===== config.mk =====
export PLATFORM = sky130hd
export DESIGN_NAME = pattern_scan_detector
export DESIGN_NICKNAME = d
export VERILOG_FILES = /design/src/rtl/pattern_scan_detector.sv
export SDC_FILE = /design/constraint.sdc
export NUM_CORES = 1
export LEC_CHECK = 0
export CAP_MARGIN = 20
export CORE_AREA = 2 2 60 62
export CTS_BUF_LIST = sky130_fd_sc_hd__clkbuf_4 sky130_fd_sc_hd__clkbuf_8
export CTS_CLUSTER_SIZE = 25
export DETAILED_ROUTE_END_ITERATION = 8
export DIE_AREA = 0 0 62 64
export HOLD_SLACK_MARGIN = 0.08
export PLACE_DENSITY = 0.85
export SYNTH_ARGS = -nofsm -noshare
export SYNTH_HDL_FRONTEND = slang
export SYNTH_SLANG_ARGS = --single-unit

===== constraint.sdc =====
create_clock -name clk -period 1.5 [get_ports clk]
set_input_delay 0.3 -clock clk [delete_from_list [all_inputs] [get_ports clk]]
set_output_delay 0.3 -clock clk [all_outputs]
set_load 0.02 [all_outputs]

===== src/rtl/pattern_scan_detector.sv =====
// Serial pattern detector with saturating hit counter and multiplexed seven-segment bit-history display.
// Optional feature: define PSD_HIT_COUNTER_EN to build the hit counter (otherwise hit_cnt is tied to 0).
module pattern_scan_detector #(
  parameter int         PAT_LEN  = 4,
  parameter logic [7:0] PATTERN  = 8'b0000_1101,
  parameter int         DIGITS   = 4,
  parameter int         SCAN_DIV = 25000,
  parameter int         HIT_W    = 8
) (
  input  logic              clk,
  input  logic              rst,
  input  logic              step,
  input  logic              bit_in,
  input  logic              overlap,
  output logic              match,
  output logic [HIT_W-1:0]  hit_cnt,
  output logic [DIGITS-1:0] sel,
  output logic [7:0]        seg
);

  localparam int FILL_W = $clog2(PAT_LEN + 1);
  localparam int CNT_W  = $clog2(SCAN_DIV);
  localparam int IDX_W  = (DIGITS > 1) ? $clog2(DIGITS) : 1;

  localparam logic [FILL_W-1:0] FILL_MAX  = FILL_W'(PAT_LEN);
  localparam logic [FILL_W-1:0] FILL_THR  = FILL_W'(PAT_LEN - 1);
  localparam logic [CNT_W-1:0]  SCAN_LAST = CNT_W'(SCAN_DIV - 1);
  localparam logic [IDX_W-1:0]  IDX_LAST  = IDX_W'(DIGITS - 1);
  localparam logic [PAT_LEN-1:0] TARGET   = PATTERN[PAT_LEN-1:0];

  localparam logic [7:0] GLYPH_ONE   = 8'b1001_1111;
  localparam logic [7:0] GLYPH_ZERO  = 8'b0000_0011;
  localparam logic [7:0] GLYPH_BLANK = 8'hFF;

  logic [PAT_LEN-1:0] hist, hist_next;
  logic [FILL_W-1:0]  fill, fill_next;
  logic [DIGITS-1:0]  disp, disp_next;
  logic [DIGITS-1:0]  dval, dval_next;
  logic [CNT_W-1:0]   scan_cnt;
  logic [IDX_W-1:0]   idx;
  logic               match_cond;

  always_comb begin
    hist_next  = (hist << 1) | PAT_LEN'(bit_in);
    disp_next  = (disp << 1) | DIGITS'(bit_in);
    dval_next  = (dval << 1) | DIGITS'(1'b1);
    match_cond = (fill >= FILL_THR) && (hist_next == TARGET);
    fill_next  = fill;
    // A non-overlapping hit restarts the fill so the next match needs PAT_LEN fresh bits.
    if (match_cond && !overlap)
      fill_next = '0;
    else if (fill < FILL_MAX)
      fill_next = fill + 1'b1;
  end

  always_ff @(posedge clk or posedge rst) begin
    if (rst) begin
      hist  <= '0;
      fill  <= '0;
      match <= 1'b0;
      disp  <= '0;
      dval  <= '0;
    end else if (step) begin
      hist  <= hist_next;
      fill  <= fill_next;
      match <= match_cond;
      disp  <= disp_next;
      dval  <= dval_next;
    end
  end

`ifdef PSD_HIT_COUNTER_EN
  always_ff @(posedge clk or posedge rst) begin
    if (rst)
      hit_cnt <= '0;
    else if (step && match_cond && (hit_cnt != {HIT_W{1'b1}}))
      hit_cnt <= hit_cnt + 1'b1;
  end
`else
  assign hit_cnt = '0;
`endif

  always_ff @(posedge clk or posedge rst) begin
    if (rst) begin
      scan_cnt <= '0;
      idx      <= '0;
    end else if (scan_cnt == SCAN_LAST) begin
      scan_cnt <= '0;
      idx      <= (idx == IDX_LAST) ? '0 : idx + 1'b1;
    end else begin
      scan_cnt <= scan_cnt + 1'b1;
    end
  end

  // Digit drivers follow the registered index; segments reflect the live history.
  always_comb begin
    logic [DIGITS-1:0] sel_hot;
    sel_hot      = '0;
    sel_hot[idx] = 1'b1;
    sel          = ~sel_hot;
    seg          = GLYPH_BLANK;
    if (dval[idx])
      seg = disp[idx] ? GLYPH_ONE : GLYPH_ZERO;
  end

endmodule


== Yosys cells after proc, flatten, opt, wreduce, memory -nomap -nowiden ==
Index checks and enable logic that the tools add are counted.

* Bits in registers: 32
* Latch bits: 0
* RAM bits: 0
* Memories: 0
* Output and inout bits: 21
* ROM bits: 0
* Input bits: 5
* Logic and storage cells: 38

* Mux-type cells: 12
* Shift-type cells: 0
* Order comparisons: 4
* Divide/modulo/power cells: 0
* Multipliers: 0
* Eq/ne operators: 3
* Reduce and logical (&&, ||, !) cells: 6
* Bitwise operators: 3
* $add $sub $neg: 3

{| class="wikitable"
|+ Operators by type and width
! cell !! count
|-
| $mux 8 || 2
|-
| $add 15x1->15 const B || 1
|-
| $eq 15x15->1 const B || 1
|-
| $mux 15 || 1
|-
| $or 4x1->4 || 2
|-
| $mux 3 || 2
|-
| $bmux 1 s2 || 2
|-
| $eq 4x4->1 const B || 1
|-
| $not 4->4 || 1
|-
| $add 3x1->3 const B || 1
|-
| $ge 3x2->1 const B || 1
|-
| $logic_and 1x1->1 || 3
|-
| $lt 2x3->1 const B || 1
|-
| $lt 3x3->1 const B || 1
|-
| $mux 1 || 3
|-
| $add 2x1->2 const B || 1
|-
| $demux 1 s2 || 1
|-
| $eq 2x2->1 const B || 1
|-
| $ge 2x1->1 const B || 1
|-
| $mux 2 || 1
|-
| $reduce_and 2->1 || 1
|-
| $reduce_bool 2->1 || 1
|-
| $logic_not 1->1 || 1
|}

== Logic depth before layout (Yosys ltp) ==
* Word-level depth: 6
* Gate-level depth with buffers: 6
* Mapped depth without buffers: 5

== Worst setup path before layout ==
No wires, ideal clock.

* Path kind: reg2out
* From: register idx[0]
* To: output seg[3]
* Buffers on the path: 1
* Stages on the path, launching flop included: 4
* Setup slack: -0.212 ns
* Data arrival time: 1.412 ns
* Cells stage by stage: dfrtp_1 mux4_2 nand2b_1 buf_4

* Word-level cells in the longest chain between the ends: 4
* Elaborated cells on any way between the ends: 6
* Those cells by class: mux (6)

{| class="wikitable"
|+ RTL lines
! item !! line !! source
|-
| start: declaration || 40 || <nowiki>logic [IDX_W-1:0] idx;</nowiki>
|-
| start signal: assignment || 89 || <nowiki>idx <= (idx == IDX_LAST) ? '0 : idx + 1'b1;</nowiki>
|-
| $bmux 1 s2 || 103 || <nowiki>seg = disp[idx] ? GLYPH_ONE : GLYPH_ZERO;</nowiki>
|-
| $mux 1 (not written as such) || 103 ||
|-
| $mux 8 || 103 ||
|-
| $mux 8 (*) || 102 || <nowiki>if (dval[idx])</nowiki>
|-
| end: declaration || 18 || <nowiki>output logic [7:0] seg</nowiki>
|}

Mark *: on every way between the ends. The rest lies on a longest branch, timed or not. The select of a mux whose other input is x is not followed.

== Worst setup path after layout ==
* From: register idx[0]
* To: output seg[4]

The elaborated chain is that of the path after synthesis.

==> results by group <==
Worst setup path
  – CP top delay family: multiplexers
  – CP Launch Type: flip-flop
  – Worst path required time: 1.20 ns
  – Reg2Reg Capture Point: match
  – WP buf/inv: 1
  – CP Class: flip-flop to output pin
  – Slowest-stage cell, CP: mux4_2
  – CP arrival: approximately 1.5 ns
  – FF-to-FF Start: fill[1]
  – Reg2Reg Depth: 5
  – Slowest stage delay, CP: about 0.56 ns
  – Reg2reg setup slack: approximately 0.01 ns
  – Critical Path Sink Type: output pin
  – CP Cell Sequence: mux4_2 > nand2b_4 > buf_6
  – Crit Path Max Fanout: 4

Placed design
  – Detailed Place HPWL: 2.22 mm
  – Post-DP Area: 0.00191 mm²
  – Placed cells: 220
  – Placer Congestion: 0.809
  – DP Worst Slack: -0.477 ns
  – Buffers on Ports: 15

Yosys
  – Syn. warnings: 0
  – Avg Inst Size Synth: 11.3 µm²
  – Commonest cells in the netlist: dfrtp_1, buf_4, inv_1
  – Area fraction of the dominant cell type after synthesis: 46.0%
  – Synthesized area: 0.00158 mm²
  – Cell variety after synth: 38
  – Yosys top cell by area: dfrtp_1
  – Synth async-reset ratio: 100%
  – Cell with the most instances after synthesis: dfrtp_1
  – Synth Flop Type: dfrtp_1
  – Number of synthesized flops with an enable pin: 0
  – Seq/Total Area, Yosys: 46.0%
  – Seq cells post-synth: 29
  – Top post-synthesis cells by area: dfrtp_1, buf_4, mux2_2, ha_1, xor2_1
  – Post-Syn Instances: 140

Floorplanning
  – Die ar.: slightly below 0.004 mm²
  – Initial core utilization: 48.0%
  – Core ar.: 0.00328 mm²
  – Die extent in y: ~64 µm
  – Die width: 62 µm
  – Row Count: 21
  – Ports: 26

Outcome
  – Failing checks: negative setup slack
  – Outcome: complete, but fails checks

STA
  – Fmax: 0.546 GHz
  – Crit share post-route: 122%
  – Final Hold Fails: 0
  – Count of pins over their slew limit: 0
  – Clk_skew: approximately 0.0098 ns
  – Endpoints failing setup: 10
  – Unrepaired setup endpoints after global routing: true
  – Min Tclk post-route: 1.83 ns
  – Setup TNS: -2.59 ns
  – WHS: around 0.33 ns
  – Post-route setup slack: -0.332 ns

Global route
  – Largest net degree at the start of global routing: 30
  – Tot GR Track Use: 17.3%
  – Number of global-route vias before repair: 1,235
  – First-pass GRT wire length: 5.06 mm
  – Total gr overflow: 0
  – Initial antenna violation count: 0

Layout
  – Util after Layout: 63.8%
  – FILL cells: 254
  – # diodes: 0
  – Final Cell Area: roughly 0.0021 mm²
  – Final cell count without fillers: around 230
  – Layout cells sized above 1: 45.7%
  – P&R area growth vs syn: 32.9%
  – Final nets: between 150 and 200

Power and ir drop
  – Peak supply drop: 0.464 mV
  – P per Cell Area: 817 mW/mm²
  – Power, Total: 1.71 mW
  – P_leak: 0.952 nW

Routing
  – Detailed-route via count: ~1,100
  – Drt wl/cell: 12.7 µm
  – First-pass DRT Iterations: 4
  – Initial drt markers: 24
  – Vias per inst: 4.84
  – Routed Antenna Nets: 0
  – Post-Route WL: 2.95 mm
  – DRC: 0

Clock network
  – Clk sinks: 29
  – Worst-Skew Late Latency: 0.32 ns
  – Clock slew at reported path FFs: 0.09 ns
  – Clock Tree Buf Depth: 2
  – CTS tree: done
  – TritonCTS Buffers: 5
  – Root Driver: clkbuf_4
  – Number of H-tree levels: 2

Job
  – Max cap viols: 0

Hold path
  – Min-delay worst type: input port to asynchronous set/reset pin
-- sequential cells by signal, indices dropped and copies added, names as in the netlist --
signal / cells
scan_cnt: 15
dval: 4
fill: 3
disp: 2
hist: 2
idx: 2
match: 1
-- kinds of logic after synthesis --
family / Yosys count / synth area share (%)
adder cells (fa/ha/maj): 7 / 5.56
other: 2 / 0.476
XOR/XNOR: 10 / 5.56
AO/OA/AOI/OAI: 11 / 4.60
multiplexers: 11 / 9.52
flip-flops: 29 / 46.0
buffers and inverters: 26 / 10.0
AND/OR/NAND/NOR: 44 / 18.3
-- timing repair --
item | CTS | global route
hold buffers | 0 | 0
endpoints found under the hold margin | 0 | 0
resized for setup | 63 | 16
setup endpoints to repair | 12 | 14
buffers inserted | 3 | 1
pin swaps | 3 | 4
-- how the worst max path moves through the flow --
stage	end	cells after the start	slack (ns)	from
2_1_floorplan	seg[6]	3	-0.07	idx[0]
3_3_place_gp	seg[3]	3	-0.45	idx[0]
3_5_place_dp	seg[4]	3	-0.48	idx[0]
4_1_cts	seg[4]	3	-0.39	idx[0]
5_1_grt	seg[2]	3	-0.40	idx[0]
6_report	seg[4]	3	-0.33	idx[0]
-- area by class of cell --
class	count	area [µm²]	share of cell area [%]
repair buffers	46	398	19.0
clock buffers	7	65.1	3.11
inverters	10	40.0	1.91
clock inverters	1	5.00	0.239
flip-flops and latches	29	727	34.7
well taps	46	57.6	2.75
multi-input cells	93	802	38.3
-- worst min-delay path, stage by stage --
cell	delay (ns)
clkdlybuf4s50_1	0.40
inv_1	0.05
buf_4	0.32
-- layer usage --
| layer | vias to the layer above | routed length (µm) | global-route usage [%] |
|---|---|---|---|
| met5 | - | 0 | 0 |
| met1 | 554 | 1220 | 17.3 |
| met3 | 4 | 78 | 4.45 |
| met4 | 0 | 44 | 8.24 |
| li1 | 546 | - | - |
| met2 | 20 | 1610 | 31.5 |
-- power by group --
part	internal [mW]	total, mW	leakage, nW	switching, mW
Combinational	0.175	0.318	0.559	0.143
Sequential	0.828	0.866	0.352	0.0379
Clock	0.271	0.526	0.0413	0.255
-- cells in the final DEF, fill, tap and decap left out, types with 3 or more instances in the layout --
cell type,count
buf_4,30
dfrtp_1,28
buf_6,11
conb_1,10
nor2_1,8
mux2_2,7
inv_1,6
xor2_1,6
nand3_1,6
nand2_1,5
clkbuf_4,5
xnor2_1,4
o21ai_0,4
ha_4,4
clkdlybuf4s50_1,4
inv_2,3
nand4_1,3
Power figures use the tool's default switching activity.
